`config.mk`:
```
export PLATFORM = sky130hd
export DESIGN_NAME = mwc_exp_table
export DESIGN_NICKNAME = d
export VERILOG_FILES = /design/src/rtl/mwc_pkg.sv /design/src/rtl/mwc_exp_table.sv
export SDC_FILE = /design/constraint.sdc
export NUM_CORES = 1
export LEC_CHECK = 0
export BUFFER_PORTS_ARGS = -buffer_cell sky130_fd_sc_hd__buf_2
export CAP_MARGIN = 5
export CELL_PAD_IN_SITES_DETAIL_PLACEMENT = 0
export CELL_PAD_IN_SITES_GLOBAL_PLACEMENT = 1
export CORE_ASPECT_RATIO = 1.25
export CORE_MARGIN = 5
export CORE_UTILIZATION = 39
export DETAILED_ROUTE_END_ITERATION = 12
export GPL_ROUTABILITY_DRIVEN = 1
export PLACE_DENSITY = 0.69
export SYNTH_ARGS = -nofsm -noshare
export SYNTH_HDL_FRONTEND = slang
export SYNTH_SLANG_ARGS = --single-unit
```
`constraint.sdc`:
```
create_clock -name clk -period 8 [get_ports clk]
set_input_delay 0.4 -clock clk [delete_from_list [all_inputs] [get_ports clk]]
set_output_delay 0.4 -clock clk [all_outputs]
set_load 0.02 [all_outputs]
```
`src/rtl/mwc_pkg.sv`:
```
// Shared types and constants for the memory write checker.
// States, fail codes and the expected-write entry layout.
package mwc_pkg;

    localparam int unsigned MWC_ADDR_W = 32;
    localparam int unsigned MWC_DATA_W = 32;

    typedef enum logic [1:0] {
        IDLE = 2'd0,
        RUN  = 2'd1,
        PASS = 2'd2,
        FAIL = 2'd3
    } mwc_state_t;

    localparam logic [1:0] FC_NONE     = 2'd0;
    localparam logic [1:0] FC_MISMATCH = 2'd1;
    localparam logic [1:0] FC_TIMEOUT  = 2'd2;

    typedef struct packed {
        logic [MWC_ADDR_W-1:0] addr;
        logic [MWC_DATA_W-1:0] data;
    } exp_entry_t;

    // Index width for an n-entry table, never narrower than one bit.
    function automatic int unsigned idx_width(input int unsigned n);
        return (n > 1) ? $clog2(n) : 1;
    endfunction

endpackage

```
`src/rtl/mwc_exp_table.sv`:
```
// Expected-write register file: one write port, plus either an in-order read port
// or (MWC_UNORDERED_EN) an all-entries compare vector against the current bus write.
module mwc_exp_table
    import mwc_pkg::*;
#(
    parameter int unsigned NUM_EXP = 4,
    parameter int unsigned ADDR_W  = 32,
    parameter int unsigned DATA_W  = 32,
    parameter int unsigned IDX_W   = idx_width(NUM_EXP)
) (
    input  logic               clk,
    input  logic               i_we,
    input  logic [IDX_W-1:0]   i_idx,
    input  logic [ADDR_W-1:0]  i_addr,
    input  logic [DATA_W-1:0]  i_data,
`ifdef MWC_UNORDERED_EN
    input  logic [ADDR_W-1:0]  i_cmp_addr,
    input  logic [DATA_W-1:0]  i_cmp_data,
    output logic [NUM_EXP-1:0] o_hit_vec
`else
    input  logic [IDX_W-1:0]   i_rd_idx,
    output logic [ADDR_W-1:0]  o_rd_addr,
    output logic [DATA_W-1:0]  o_rd_data
`endif
);

    logic [ADDR_W-1:0] r_addr [NUM_EXP];
    logic [DATA_W-1:0] r_data [NUM_EXP];

    // Contents are deliberately not reset so a loaded table survives a reset.
    always_ff @(posedge clk) begin
        if (i_we && (32'(i_idx) < NUM_EXP)) begin
            r_addr[i_idx] <= i_addr;
            r_data[i_idx] <= i_data;
        end
    end

`ifdef MWC_UNORDERED_EN
    always_comb begin
        o_hit_vec = '0;
        for (int unsigned i = 0; i < NUM_EXP; i++) begin
            o_hit_vec[i] = (r_addr[i] == i_cmp_addr) && (r_data[i] == i_cmp_data);
        end
    end
`else
    always_comb begin
        o_rd_addr = '0;
        o_rd_data = '0;
        if (32'(i_rd_idx) < NUM_EXP) begin
            o_rd_addr = r_addr[i_rd_idx];
            o_rd_data = r_data[i_rd_idx];
        end
    end
`endif

endmodule

```
======== After elaboration in Yosys (flattened, before gate mapping) ========
Memories as Yosys holds them, arrays and structs flattened.
Index checks and enable logic that the tools add are counted.
operators by class
  add/sub/neg operators ................... 0
  multipliers ............................. 0
  div/mod/pow operators ................... 0
  order comparisons ....................... 0
  equal/unequal tests ..................... 0
  shift operators ......................... 0
  muxes and demuxes ....................... 2
  bitwise operators ....................... 0
  reductions and logical operators ........ 0
operator list
  kind    number
  $mux 1  2
word-level totals
  register bits after elaboration ......... 0
  bits in latches ......................... 0
  bits in writable memories ............... 256
  memory bits (read-only) ................. 0
  bits of input ports ..................... 70
  output and inout bits ................... 64
  logic and storage cells ................. 4
  memories ................................ 2
memory list
  memory  words  bits a word  rd ports  clocked after Yosys merged registers in  wr ports  RTL line             RTL
  r_addr  4      32           1         0                                        1         mwc_exp_table.sv:27  logic [ADDR_W-1:0] r_addr [NUM_EXP];
  r_data  4      32           1         0                                        1         mwc_exp_table.sv:28  logic [DATA_W-1:0] r_data [NUM_EXP];

======== Logic depth before layout (Yosys ltp) ========
Gate-level depths: netlist of the first run.
  depth after elaboration ................. 2
  mapped depth ............................ 3
  gate-level depth less buffers ........... 1

======== Worst setup path after synthesis of the first run ========
OpenSTA, ideal clock, no wires.
  path kind ............................... input to register
  start ................................... input port i_idx[1]
  end ..................................... memory r_addr[0][0] (enable)
  setup time .............................. 579 ps
  arrival time ............................ 5102 ps
  required time ........................... 7421 ps
  slack ................................... 2319 ps
  cell stages on the path ................. 1
  path buffers ............................ 0
  path through ............................ nor3b_1
RTL lines
  element          RTL line             RTL
  start, declared  mwc_exp_table.sv:13  input logic [IDX_W-1:0] i_idx,
  end, declared    mwc_exp_table.sv:27
Straight into the memory's write port.

======== Worst setup path in the final report of the first run ========
  start ................................... input port i_rd_idx[0]
  end ..................................... output port o_rd_addr[22]
between the ends
  word-level cells in the longest chain between the ends .. 1
ends and longest elaborated chain
  element          RTL line             RTL
  start, declared  mwc_exp_table.sv:21  input logic [IDX_W-1:0] i_rd_idx,
  $mem_v2 4x32     -
  end, declared    mwc_exp_table.sv:22  output logic [ADDR_W-1:0] o_rd_addr,
No other way between the ends.

==> results of run 1 <==
==> stage by stage <==
| step | utilization, % | cell area [sq um] |
|---|---|---|
| floorplan | - | 9340 |
| global placement | 43.4 | 10300 |
| detailed placement | 43.4 | 10300 |
| CTS | 46.7 | 11000 |
| global route | 46.7 | 11000 |
| finish | 46.7 | 11000 |
==> cell families after synthesis <==
logic type | share of synthesized area, %
muxes | 15.6
and+or+nand+nor | 0.335
buffers and inverters | 1.78
DFF | 82.3
==> Yosys cell counts (all sizes together) <==
cell type  number
edfxtp        256
mux4           64
buf            13
and3b           2
and3            1
clkbuf          1
nor3b           1
==> report_power, final <==
| group | switching (uW) | leakage, uW | internal, uW |
|---|---|---|---|
| clock | 452 | 0.000376 | 665 |
| combinational | 121 | 0.000985 | 82.7 |
| sequential | 14.2 | 0.00235 | 1550 |
| total | 587 | 0.00371 | 2300 |
==> routing by layer <==
| metal | routed length [um] | track usage, % |
|---|---|---|
| met1 | 6560 | 15.0 |
| met2 | 8720 | 21.3 |
| met3 | 1220 | 4.05 |
| met4 | 227 | 2.70 |
| met5 | 19 | 0 |
==> cell usage in the layout (no fill, tap or decap), types with 3 or more instances in the layout <==
cell	instances
mux4_2	60
clkinv_1	5
buf_2	131
edfxtp_1	256
clkinv_2	3
clkbuf_16	25
buf_4	6
bufinv_16	3
mux4_1	4
clkbuf_1	5
==> critical path: stages <==
cell and delay (ns):
buf_4 0.45, buf_4 0.71, mux4_2 0.62, buf_2 0.18
==> flip-flops by register name (all words and copies together), names as in the netlist <==
register  cells
r_addr      128
r_data      128
==> cell type report <==
type                       instances  area, sq um  area share (%)
clock buffer                      30          644            5.84
multi-input combinational         68         1510            13.6
tap                              292          365            3.31
clock inverter                    12          131            1.19
timing repair buffer             137          701            6.35
sequential                       256         7690            69.7
==> path summary, 6_finish.rpt <==
kind	startpoint	endpoint	slack, ns	depth (start not counted)
min	i_addr[4]	r_addr[0][4]	0.11	1
max	i_rd_idx[0]	o_rd_addr[22]	5.17	4
==> results, run 1 <==
- The min-delay analysis places its worst path in the category in -> reg.
- The final weighted congestion in routability-driven placement is 0.658.
- The largest net degree at the start of global routing is 65.
- The via count of the first global-routing pass was 4520.
- The total wire length is 16.8 mm.
- The root buffer cell chosen for the clock tree is clkbuf_16.
- The category of the worst setup path capture point is an output pin.
- In the routed design, unresolved DRC markers number 0.
- The count of yosys warnings during synthesis is 0.
- The synthesized instance count is 338.
- Fill cells in the final layout number 1962.
- Dividing total power by cell area gives a power density of 261 mW/mm^2.
- The share of final-layout standard cells stronger than drive strength 1 is 46.3%.
- Post-CTS timing repair inserted 0 buffers for setup.
- The average instance area after synthesis is 27.6 sq um.
- The arrival time at the worst endpoint is 2.43 ns.
- The critical path in this run is classified as in -> out.
- For this run, the detailed router's first-pass iteration total came to 4.
- The post-synthesis sequential area ratio is 82.3%.
- Setup repair after global routing left no endpoint under its margin.
- The count of hold-fix buffers inserted at cts is 0.
- The final critical delay including setup and external delays is 2.83 ns.
- Counting every sink on the clock net gives 256.
- The first global-routing pass estimated 25.7 mm of wire.
- The cell area after synthesis is 0.00934 sq mm.
- In this run the number of H-tree levels came out at 1.
- For this run, the top clock speed supported by timing is 0.354 GHz.
- The layout-stage area growth over the synthesis result is 18.1%.
- The number of antenna violations at the first check in global routing is 2.
- The post-layout instance count excluding filler cells is 795.
- The detailed router placed 4031 vias in this run.
- The peak ir drop on the vdd network is 152 uV.
- The post-synth net total is 408.
- The number of top-level design ports is 134.
- The floorplan has 63 rows.
- Hold timing on the final database bottoms out at a slack of 0.105 ns.
- The clock tree from TritonCTS is done.
- The final period utilization is 35.4%.
- The slew of the pin with the lowest slew margin is 1.00 ns.
- The share of synthesized area in the top cell type comes to 82.3%.
- The overall power is 2880 uW.
- The number of port buffers is 133.
- The number of placed cells counting well taps is 753.
- Setup violations remaining at the end of the flow were counted as 0.
- The number of distinct library cells after synthesis is 10.
- The number of maximum-capacitance constraint violations is 0.
- After synthesis, the cell types taking the most area are edfxtp_1 82%, mux4_2 14%, buf_12 1.3%, mux4_1 1.1%, buf_2 0.32%.
- The routed length per instance is 21.1 um.
- The final number of hold-violating endpoints came to 0.
- The count of pins over their slew limit is 0.
- The repair_antennas step left the layout with diodes totalling 0.
- The initial cell density of the core is 39.5%.
- The number of buffers created by CTS is 25.
- The area of the core is 0.0236 sq mm.
- The flow ran to the end, and the final reports show no timing, DRC or antenna violations.
- The die is 148 um wide.
- The clock transition at the registers of the reported paths is 0.06 ns.
- The number of nets in the layout is 558.
- Headroom to the max-slew limit came out at 33.3%.
- The post-detailed-route count of antenna-violating nets is 0.
- After the first detailed-routing iteration, the DRC count stood at 146.
- The worst setup slack after layout is 5.17 ns.
- The via-per-instance ratio is 5.07.
- The analysis attributes to cell leakage a power of 0.00371 uW.
- After legalization and detailed placement, the total HPWL measured 9.58 mm.
- The largest buffer count on any clock path is 3.
- The maximum net fanout on the critical path is 37.
- The data required time at the worst endpoint is 7.60 ns.
- The remaining global-route overflow is 0.
- STA classifies the critical path startpoint as an input pin.
- In this run, synthesis produced a sequential element count of 256.
- Across every metal layer, demand over resource in global routing totals 12.2%.
- The cell type with the highest aggregate area in the netlist is edfxtp_1.
- The die area is 0.0272 sq mm.
- The worst slack after detailed placement is 5.05 ns.
- The number of gates resized after CTS is 0.
- After routing, the total negative slack on setup checks comes to 0 ns.
- The floorplan step set the die height to 183 um.
No activity file was read; power rests on OpenSTA's default activity.
==> inputs of run 2 (changes only) <==
==> constraint.sdc (replaced) <==
create_clock -name clk -period 2.8 [get_ports clk]
set_input_delay 0.14 -clock clk [delete_from_list [all_inputs] [get_ports clk]]
set_output_delay 0.14 -clock clk [all_outputs]
set_load 0.02 [all_outputs]
==> run 2 against run 1 <==
  * Design area increased by 6.5%
  * Routed wire length increased by 5.5%
  * Combinational power rose to 3.3 times the previous value
  * Worst hold slack improved by 0.15 ns
  * Die area unchanged
  * Flip-flop and latch count unchanged
  * First-iteration DRC count rose by 7.5%
  * Sequential power grew to 2.9 times the previous value
  * Final cell count grew 8.9%
==> results, run 2 (synthesis gave the netlist of run 1 again) <==
- The filler cell count is 1922.
- The number of nets in the layout is 627.
- The final critical delay including setup and external delays is 1.73 ns.
- The slew of the pin with the lowest slew margin is 0.532 ns.
- Port buffering added 133 buffers.
- The total negative slack for setup checks is 0 ns.
- The area growth from synthesis to layout is 25.8%.
- The via-per-instance ratio is 4.98.
- The number of maximum-capacitance constraint violations is 0.
- The startpoint type of the worst setup path is a flip-flop.
- The tree is rooted in a clkbuf_16.
- The number of antenna violations at the first check in global routing was 0.
- TritonCTS created 24 clock buffers.
- The tightest hold path in the finished design has a slack of 0.253 ns.
- The final period utilization is 61.6%.
- The clock net in this run drives a total of 256 sinks.
- The run finished with clean final reports.
- After clock tree synthesis, the repair step resized 0 gates.
- The width of the chip is 148 um.
- The count of pins over their slew limit is 0.
- The largest net degree at the start of global routing is 65.
- The cell area power density is 699 mW/mm^2.
- The critical path goes through mux4_1 -> buf_2.
- Leaving out fill and tap cells, the most frequent cells in the layout are 256 x edfxtp_1, 131 x buf_2, 64 x dlygate4sd3_1, 60 x mux4_2, 24 x clkbuf_16.
- The via count of the first global-routing pass is 4975.
- The achievable frequency is 0.580 GHz.
- The remaining global-route overflow is 0.
- For this run, the total global-route usage over all layers was measured as 13.0%.
- The maximum level of the CTS H-tree is 1.
- The maximum single-stage delay on the critical path is 0.51 ns.
- The class of the most critical hold timing path is in -> reg.
- The clock passes through at most 3 buffers.
- Once detailed placement completed, the half-perimeter wirelength came to 10.7 mm.
- The most common cell after layout, fill and taps aside is edfxtp_1.
- The number of setup buffers added after CTS is 0.
- Wires add up to 17.7 mm.
- The area of the core is 0.0236 sq mm.
- The floorplan step set the die height to 183 um.
- The total iterations of the first detailed-routing run is 6.
- The clock transition at the registers of the reported paths is 0.06 ns.
- The detail route stage leaves a number of antenna-violating nets equal to 0.
- The final number of hold-violating endpoints is 0.
- The analysis attributes to cell leakage a power of 0.00402 uW.
- The initial cell density of the core is 39.5%.
- The number of antenna diodes in the final layout is 0.
- The final number of setup-violating endpoints is 0.
- At the end of routability-driven placement, the weighted congestion stood at 0.703.
- The peak ir drop on the vdd network is 587 uV.
- For this block, the initial DRC count from the detailed router was 157.
- The first global-routing pass estimated 27.6 mm of wire.
- The die covers 0.0272 sq mm.
- The maximum net fanout on the critical path is 1.
- In this run the tightest slew margin relative to its limit is 64.6%.
- TritonCTS built the clock tree.
- The cell with the largest stage delay on the worst path is mux4_1.
- In this run the core area contains 63 standard-cell rows.
- The critical path class is reg -> out.
- Data on the critical path arrives at its endpoint at 1.59 ns.
- After detailed routing, the average wire length per cell comes to 20.4 um.
- For the worst setup path, the data required time is 2.66 ns.
- The category of the worst setup path capture point is an output pin.
- The largest registers in the layout are r_addr: 128 flops, r_data: 128 flops.
- The vias after detailed routing is 4312.
- Cells with a size suffix above 1 make up 42.0% of the layout.
- Setup repair after global routing left no endpoint under its margin.
- The remaining design rule violation count is 0.
- 134 I/O pins were placed.
-- run 2: cell count changes in the layout (fill, tap and decap cells not counted) --
cell / delta
dlygate4sd3_1: +64
buf_12: +4
clkbuf_1: -3
clkinv_2: +3
buf_4: +2
clkinv_1: +2
bufinv_16: -1
clkbuf_16: -1
clkinv_8: +1
nor3b_2: -1
nor3b_4: +1
-- run 2: cell type report --
class,instances,area [sq um],share of cell area (%)
Clock inverter,17,140,1.19
Timing Repair Buffer,207,1440,12.2
Clock buffer,26,608,5.18
Tap cell,292,365,3.11
Sequential cell,256,7690,65.4
Multi-Input combinational cell,68,1510,12.9
-- run 2: critical path: cells and delay by family, from the launching register on --
| family | cells | cell delay [ns] |
|---|---|---|
| buf+inv | 1 | 0.19 |
| flops | 1 | 0.36 |
| mux | 1 | 0.51 |
-- run 2: timing repair --
| action | 4_1_cts | 5_1_grt |
|---|---|---|
| hold buffers | 64 | 0 |
| endpoints found under the setup margin | 0 | 0 |
| hold endpoints to repair | 256 | 0 |
-- run 2: layer usage --
metal  part of all wire [%]  routed length (um)  GRT usage (%)  vias to the layer above
met2                     53                9440           23.6                      101
met5                      0                   0              0                        -
li1                       -                   -              -                     1919
met3                    4.8                 854           2.60                       23
met1                     40                7040           15.7                     2269
met4                    1.9                 342           3.81                        0
-- run 2: worst paths after layout --
check	to	slack, ns	start	cells after the start
worst max-delay path	o_rd_addr[1]	1.07	r_addr[1][1]	2
worst min-delay path	r_addr[0][29]	0.25	i_idx[1]	3
-- run 2: report_power, final --
part / internal [uW] / total [uW] / leakage [uW] / switching [uW]
Sequential: 4420 / 4460 / 0.00235 / 41.1
Clock: 1750 / 3080 / 0.000368 / 1330
Combinational: 306 / 671 / 0.00130 / 365
Total: 6480 / 8210 / 0.00402 / 1730
-- run 2: through the flow --
stage	setup WS, ns	util (%)	instance area [sq um]	cells	total power, uW
after detailed placement	1.06	43.8	10400	759	5160
after CTS	1.04	49.7	11700	866	8330
after global routing	0.977	49.7	11700	866	8530
after floorplan	0.569	-	9350	338	4910
final	1.07	49.7	11700	866	8210
after global placement	1.07	43.8	10400	759	5130
